**config.mk**
```make
export PLATFORM = sky130hd
export DESIGN_NAME = fwd_hazard_ctrl
export DESIGN_NICKNAME = d
export VERILOG_FILES = /design/src/rtl/fwd_pkg.sv /design/src/rtl/fwd_sel_unit.sv /design/src/rtl/fwd_hazard_ctrl.sv
export SDC_FILE = /design/constraint.sdc
export NUM_CORES = 1
export LEC_CHECK = 0
export ABC_CLOCK_PERIOD_IN_PS = 4000
export CAP_MARGIN = 10
export CELL_PAD_IN_SITES_DETAIL_PLACEMENT = 0
export CELL_PAD_IN_SITES_GLOBAL_PLACEMENT = 1
export CORE_ASPECT_RATIO = 1.2
export CORE_MARGIN = 2
export CORE_UTILIZATION = 42
export DETAILED_ROUTE_END_ITERATION = 10
export PLACE_DENSITY = 0.92
export RECOVER_POWER = 50
export SYNTH_ARGS = -nofsm -noshare
export SYNTH_HDL_FRONTEND = slang
export SYNTH_SLANG_ARGS = --single-unit
```
**constraint.sdc**
```tcl
create_clock -name clk_i -period 4 [get_ports clk_i]
set_input_delay 0.4 -clock clk_i [delete_from_list [all_inputs] [get_ports clk_i]]
set_output_delay 0.4 -clock clk_i [all_outputs]
set_load 0.005 [all_outputs]
```
**src/rtl/fwd_pkg.sv**
```systemverilog
// Shared types for the EX-stage forwarding / hazard controller: mux select
// encoding, the zero-register index and the controller FSM states.
package fwd_pkg;

  typedef enum logic [1:0] {
    FWD_RF  = 2'b00,
    FWD_WB  = 2'b01,
    FWD_MEM = 2'b10
  } fwd_sel_t;

  localparam int REG_ZERO = 0;

  typedef enum logic [1:0] {
    RUN      = 2'b00,
    LU_STALL = 2'b01,
    HOLD     = 2'b10
  } fwd_state_t;

endpackage

```
**src/rtl/fwd_sel_unit.sv**
```systemverilog
// Priority compare for one EX operand: the newest in-flight producer (MEM)
// beats the older one (WB); writes to x0 are never forwarded.
module fwd_sel_unit
  import fwd_pkg::*;
#(
  parameter int REG_AW = 5
) (
  input  logic [REG_AW-1:0] rs,
  input  logic [REG_AW-1:0] mem_rd,
  input  logic              mem_we,
  input  logic [REG_AW-1:0] wb_rd,
  input  logic              wb_we,
  output logic [1:0]        sel
);

  fwd_sel_t sel_c;

  always_comb begin
    sel_c = FWD_RF;
    if (mem_we && (mem_rd != REG_AW'(REG_ZERO)) && (mem_rd == rs)) begin
      sel_c = FWD_MEM;
    end else if (wb_we && (wb_rd != REG_AW'(REG_ZERO)) && (wb_rd == rs)) begin
      sel_c = FWD_WB;
    end
  end

  assign sel = sel_c;

endmodule

```
**src/rtl/fwd_hazard_ctrl.sv**
```systemverilog
// Forwarding-mux select and load-use / memory-busy hazard control for the EX stage.
// Optional build macro FWD_HAZARD_PERF_EN adds saturating 32-bit perf counters.
module fwd_hazard_ctrl
  import fwd_pkg::*;
#(
  parameter int REG_AW   = 5,
  parameter int NUM_REGS = 32
) (
  input  logic              clk_i,
  input  logic              rst_i,
  input  logic              id_valid_i,
  input  logic [REG_AW-1:0] id_rs1_i,
  input  logic [REG_AW-1:0] id_rs2_i,
  input  logic              id_use_rs1_i,
  input  logic              id_use_rs2_i,
  input  logic [REG_AW-1:0] id_rd_i,
  input  logic              id_regwrite_i,
  input  logic              id_memread_i,
  input  logic              flush_i,
  input  logic              mem_busy_i,
  output logic [1:0]        fwd_a_o,
  output logic [1:0]        fwd_b_o,
  output logic              stall_o,
  output logic              bubble_o,
  output logic              hold_o
`ifdef FWD_HAZARD_PERF_EN
  ,
  output logic [31:0]       perf_lu_stall_o,
  output logic [31:0]       perf_fwd_o,
  output logic [31:0]       perf_hold_o
`endif
);

  if (NUM_REGS > (1 << REG_AW)) begin : g_bad_cfg
    $error("NUM_REGS does not fit in REG_AW address bits");
  end

  localparam logic [REG_AW-1:0] RZ = REG_AW'(REG_ZERO);

  logic [REG_AW-1:0] ex_rs1, ex_rs2, ex_rd, mem_rd, wb_rd;
  logic              ex_we, ex_ld, mem_we, wb_we;
  logic              lu, hold, stall, capture;
  fwd_state_t        state_q, state_d;

  assign hold = mem_busy_i;

  assign lu = ex_ld && ex_we && (ex_rd != RZ) && id_valid_i &&
              ((id_use_rs1_i && (id_rs1_i == ex_rd)) ||
               (id_use_rs2_i && (id_rs2_i == ex_rd)));

  // The inserted bubble moves the load to MEM, so a stall can never repeat back-to-back.
  assign stall   = lu && !hold && !flush_i && (state_q != LU_STALL);
  assign capture = id_valid_i && !flush_i && !stall;

  assign stall_o  = stall;
  assign bubble_o = stall;
  assign hold_o   = hold;

  fwd_sel_unit #(.REG_AW(REG_AW)) u_sel_a (
    .rs     (ex_rs1),
    .mem_rd (mem_rd),
    .mem_we (mem_we),
    .wb_rd  (wb_rd),
    .wb_we  (wb_we),
    .sel    (fwd_a_o)
  );

  fwd_sel_unit #(.REG_AW(REG_AW)) u_sel_b (
    .rs     (ex_rs2),
    .mem_rd (mem_rd),
    .mem_we (mem_we),
    .wb_rd  (wb_rd),
    .wb_we  (wb_we),
    .sel    (fwd_b_o)
  );

  // Shadow scoreboard: ID -> EX -> MEM -> WB, frozen while memory is busy
  always_ff @(posedge clk_i) begin
    if (rst_i) begin
      ex_rs1 <= '0;
      ex_rs2 <= '0;
      ex_rd  <= '0;
      ex_we  <= 1'b0;
      ex_ld  <= 1'b0;
      mem_rd <= '0;
      mem_we <= 1'b0;
      wb_rd  <= '0;
      wb_we  <= 1'b0;
    end else if (!hold) begin
      wb_rd  <= mem_rd;
      wb_we  <= mem_we;
      mem_rd <= ex_rd;
      mem_we <= ex_we;
      if (capture) begin
        ex_rs1 <= id_use_rs1_i ? id_rs1_i : '0;
        ex_rs2 <= id_use_rs2_i ? id_rs2_i : '0;
        ex_rd  <= id_rd_i;
        ex_we  <= id_regwrite_i;
        ex_ld  <= id_memread_i;
      end else begin
        ex_rs1 <= '0;
        ex_rs2 <= '0;
        ex_rd  <= '0;
        ex_we  <= 1'b0;
        ex_ld  <= 1'b0;
      end
    end
  end

  always_ff @(posedge clk_i) begin
    if (rst_i) state_q <= RUN;
    else       state_q <= state_d;
  end

  always_comb begin
    state_d = state_q;
    unique case (state_q)
      RUN: begin
        if (mem_busy_i)           state_d = HOLD;
        else if (lu && !flush_i)  state_d = LU_STALL;
      end
      LU_STALL: state_d = mem_busy_i ? HOLD : RUN;
      HOLD:     if (!mem_busy_i) state_d = RUN;
      default:  state_d = RUN;
    endcase
  end

`ifdef FWD_HAZARD_PERF_EN
  function automatic logic [31:0] sat_inc(input logic [31:0] v);
    return (v == 32'hFFFF_FFFF) ? v : v + 32'd1;
  endfunction

  always_ff @(posedge clk_i) begin
    if (rst_i) begin
      perf_lu_stall_o <= '0;
      perf_fwd_o      <= '0;
      perf_hold_o     <= '0;
    end else begin
      if (stall) perf_lu_stall_o <= sat_inc(perf_lu_stall_o);
      if (((fwd_a_o != 2'b00) || (fwd_b_o != 2'b00)) && !hold) perf_fwd_o <= sat_inc(perf_fwd_o);
      if (hold) perf_hold_o <= sat_inc(perf_hold_o);
    end
  end
`endif

endmodule

```
# Yosys cells after proc, flatten, opt, wreduce, memory -nomap -nowiden
# Index checks and enable logic that the tools add are counted.
[totals]
in_bits = 24
regBits = 31
out_inout_bits = 7
[op_classes]
n_eq_ne = 11
muxes = 16
n_reduce_logical = 27
[op_table]
columns = ["operator", "count"]
rows = [
  ["$eq A5 B5 Y1", 6],
  ["$mux W5", 5],
  ["$logic_and A1 B1 Y1", 18],
  ["$reduce_bool A5 Y1", 3],
  ["$mux W2", 6],
  ["$pmux W2 S3", 1],
  ["$mux W1", 4],
  ["$logic_not A1 Y1", 3],
  ["$ne A3 B3 Y1 const B", 1],
  ["$eq A2 B1 Y1 const B", 1],
  ["$eq A2 B2 Y1 const B", 1],
  ["$logic_not A2 Y1", 1],
  ["$ne A2 B1 Y1 const B", 1],
  ["$ne A2 B2 Y1 const B", 1],
  ["$reduce_and A2 Y1", 1],
  ["$logic_or A1 B1 Y1", 1],
]

# Logic depth before layout (Yosys ltp)
[logic_depth]
ltp_word = 10
mapped_depth = 6

# Cells and area by module
# Synthesis repeated with hierarchy kept, for this count alone.
[hier_totals]
hier_cells = 148
hier_area_um2 = 1542.7
[by_module_without_submodules]
columns = ["module", "instances", "area_per_inst_um2", "seq_area_each_um2", "cells_per_inst"]
rows = [
  ["fwd_hazard_ctrl", 1, 1239.9, 620.6, 108],
  ["fwd_sel_unit", 2, 151.4, 0.0, 20],
]

# Worst setup path after synthesis
# Ideal clock, no wire load.
[synth_timing]
path_kind = "register to output"
from = "register mem_rd[4]"
to = "output port fwd_a_o[0]"
n_path_buf = 0
setup_slack_ns = 2.205
arrival_ns = 1.395
path_stages_with_launch = 5
cell_sequence = "dfxtp_1 or4_1 o21ai_2 nor4_2 nor4_2"
[synth_via]
elab_chain_len = 4
elab_cells_between_ends = 5
cone_classes = "eq/ne (1); mux (1); reduce/logical (3)"
[synth_lines]
columns = ["item", "line", "text"]
rows = [
  ["from (decl)", "fwd_hazard_ctrl.sv:40", "logic [REG_AW-1:0] ex_rs1, ex_rs2, ex_rd, mem_rd, wb_rd;"],
  ["from (signal assigned)", "fwd_hazard_ctrl.sv:92", "mem_rd <= ex_rd;"],
  ["$reduce_bool A5 Y1", "fwd_sel_unit.sv:20", "if (mem_we && (mem_rd != REG_AW'(REG_ZERO)) && (mem_rd == rs)) begin"],
  ["$logic_and A1 B1 Y1", "fwd_sel_unit.sv:20", ""],
  ["$logic_and A1 B1 Y1 *", "fwd_sel_unit.sv:20", ""],
  ["$mux W2 *", "fwd_sel_unit.sv:20", ""],
  ["to (decl)", "fwd_hazard_ctrl.sv:21", "output logic [1:0] fwd_a_o,"],
]
# Every way passes the cells marked *; elsewhere a longest branch is shown, timed or not.

# Worst setup path after layout
[layout_timing]
from = "input port mem_busy_i"
to = "output port stall_o"
[layout_via]
elab_chain_len = 4
[layout_lines]
columns = ["item", "line", "text"]
rows = [
  ["from (decl)", "fwd_hazard_ctrl.sv:20", "input logic mem_busy_i,"],
  ["$logic_not A1 Y1", "n/a", ""],
  ["$logic_and A1 B1 Y1 (3 in a row)", "fwd_hazard_ctrl.sv:52", "assign stall = lu && !hold && !flush_i && (state_q != LU_STALL);"],
  ["to (decl)", "fwd_hazard_ctrl.sv:23", "output logic stall_o,"],
]
# Every way passes these cells.

==> results.json <==
{
  "status": "finished, violations left",
  "violations": "DRC",
  "tightest_slew_ps": 1016,
  "skew_ps": 4.185,
  "grt_pass1_wl_um": 5816,
  "synth_top_area_cell": "dfxtp_1",
  "cpPeakStageDelay_ps": 750,
  "rsz0062_at_grt": "no",
  "regToRegSetupSlack_ps": 2280,
  "synth.most_common_cell": "dfxtp_1",
  "ctsRootBufferMaster": "clkbuf_8",
  "final-hold-violation-count": 0,
  "async_reset_ff_share_pct": 0,
  "die_w_um": 58.65,
  "fp-row-count": 23,
  "first_iter_violations": 25,
  "antenna_left": 0,
  "place_hpwl_um": 2639,
  "powerDensity_mw_per_mm2": 330.2,
  "drive_gt1_share_pct": 14.45,
  "clk_pin_slew_worst_paths_ps": 60,
  "cp_num_cells": 5,
  "post_drt_wl_per_cell_um": 16.37,
  "post_cts_resize_count": 0,
  "syn_nets": 166,
  "wirelength_um": 3437,
  "grt_pass1_vias": 1198,
  "ir_drop_mv": 0.2470,
  "vias": 1195,
  "timing.rr.end": "ex_rs1[2]$_SDFFE_PP0N_",
  "worstSetupPathType": "input pin to primary output",
  "setup_violations": 0,
  "antenna_found_initial": 0,
  "post_cts_buffers": 0,
  "worstPathRequired_ps": 3600,
  "place_congestion": 0.8168,
  "p_total_mw": 0.6272,
  "max-slew-margin-rel_pct": 32.27,
  "worstHoldStart": "ex_ld$_SDFFE_PP0N_",
  "r2r_cells": 5,
  "cts_buffers": 5,
  "ctsHoldBuffers": 0,
  "tns_ps": 0,
  "drcViolationCount": 2,
  "avgViaCountPerCell": 5.690,
  "hold_class": "register to register",
  "start_kind": "input pin",
  "p_leak_nw": 0.8178,
  "synth.distinct_cells": 29,
  "nets": 197,
  "syn_avg_cell_area_sq_um": 10.60,
  "grt.total_usage_pct": 18.74,
  "die-area_sq_mm": 0.004081,
  "start_util_pct": 44.33,
  "crit_fanout": 16,
  "synth_flop_cell": "dfxtp_1",
  "fin_crit_ps": 3035,
  "path_cells": "dlygate4sd3_1 -> clkbuf_1 -> a21oi_1 -> and3_2 -> clkdlybuf4s50_1",
  "core_sq_mm": 0.003396,
  "critical_path_arrival_ps": 2640,
  "cts_tree": "yes",
  "cap_violations": 0,
  "slowest_stage": "clkbuf_1",
  "seq_area_frac_synth_pct": 41.23,
  "clkSinkCount": 31,
  "place.port_buffers": 30,
  "htree_num_levels": 2,
  "timing.final.crit_share_pct": 75.88,
  "io_pins": 31,
  "synth-edff-count": 0,
  "endpoint": "stall_o",
  "area_growth_pct": 26.18,
  "synthTopCellsByArea": "dfxtp_1 (41%), xnor2_1 (9.3%), xor2_1 (8.1%)",
  "r2r-start": "ex_rd[3]$_SDFFE_PP0N_",
  "synth_common_cells": "dfxtp_1 (31), xnor2_1 (16), nor2_1 (15)",
  "critical-path-top-delay-family": "buffers and inverters",
  "crit_start": "mem_busy_i",
  "die_h_um": 69.58,
  "synth.top_cell.area_share_pct": 41.23,
  "yosys_warnings": 0,
  "clockBufferDepth": 2,
  "drv_slew": 0,
  "grt_max_degree": 19,
  "drtPass1Iterations": 7,
  "critPathBufInv": 3,
  "insertion_delay_ps": 280,
  "fmax_mhz": 329.5,
  "synth-seq-cells": 31,
  "end_kind": "primary output",
  "grt-ovfl-total": 0,
  "diodes": 0,
  "synthCells": 142,
  "synth_area_sq_mm": 0.001505
}
==> how the worst min path moves through the flow <==
stage	end	slack, ps	cells past startpoint
floorplan	state_q[1]$_SDFFE_PP0P_	440	1
global placement	state_q[1]$_SDFFE_PP0P_	450	1
detailed placement	ex_ld$_SDFFE_PP0N_	470	1
CTS	ex_ld$_SDFFE_PP0N_	490	1
global route	state_q[1]$_SDFFE_PP0P_	520	1
finish	ex_ld$_SDFFE_PP0N_	490	1
==> state kept, by name (all words and copies together), names as in the netlist, 2 cells and up <==
signal and count:
ex_rs1 5, mem_rd 5, wb_rd 5, ex_rs2 5, ex_rd 5, state_q 2
==> cells by family (layout without fill, tap and decap cells) <==
| family | after synthesis | count (layout) | share of synthesized area, % |
|---|---|---|---|
| AND/OR/NAND/NOR | 36 | 36 | 13.96 |
| flip-flops | 31 | 31 | 41.23 |
| XOR/XNOR | 30 | 30 | 17.46 |
| AO/OA/AOI/OAI | 24 | 24 | 15.96 |
| multiplexers | 12 | 12 | 7.980 |
| buffers and inverters | 9 | 40 | 3.408 |
==> metrics by stage <==
stage	hold WS [ps]	cells	util, %	area (sq um)	setup slack (ps)
after global placement	449.2	203	53.57	1819	1458
after detailed placement	468.0	203	53.57	1819	1420
after floorplan	440.2	142	-	1505	2205
after CTS	490.6	210	56.15	1907	1329
after global routing	522.1	210	55.93	1899	781.8
final	485.7	210	55.93	1899	964.9
==> cell usage in the layout (no fill, tap or decap) <==
cell and n:
a21boi_0 1, a21oi_1 1, a21oi_2 1, a22o_1 7, a31oi_4 1, a32o_1 2, a32o_2 8, and3_2 1
and4_2 1, clkbuf_1 2, clkbuf_8 6, clkdlybuf4s50_1 29, clkinv_2 1, dfxtp_1 31, dlygate4sd3_1 1, inv_1 1
mux2i_1 12, nand2_1 3, nand3_1 3, nand4_1 2, nor2_1 15, nor2b_1 2, nor3_1 1, nor4_2 4
o21ai_1 1, o21ai_2 1, o22ai_2 1, or4_1 4, xnor2_1 16, xor2_1 14
==> routing by layer <==
metal  track usage (%)  vias to the layer above  share of wire, %
met2             31.96                       35                54
li1                  -                      577                 -
met5                 0                        -                 0
met3             4.664                        6               5.1
met1             21.75                      577                40
met4             7.828                        0               1.2
==> area by class of cell <==
class                           count  area (sq um)
Sequential cell                    31         620.6
Inverter                            1         3.754
Multi-Input combinational cell    102         833.3
Clock inverter                      1         5.005
Fill cell                         318          1496
Timing Repair Buffer               32         307.8
Clock buffer                        6         82.58
Tap cell                           37         46.29
==> worst register-to-register path, stage by stage (launching register included) <==
cell and delay (ps):
dfxtp_1 460, xnor2_1 160, nand4_1 130, o22ai_2 270, a31oi_4 260, a32o_2 330
==> where the power goes <==
part | switching (mW) | internal [mW] | leakage (nW)
Combinational | 0.0269 | 0.0375 | 0.520
Clock | 0.108 | 0.135 | 0.0470
Sequential | 0.00679 | 0.314 | 0.251
Power figures use the tool's default switching activity.
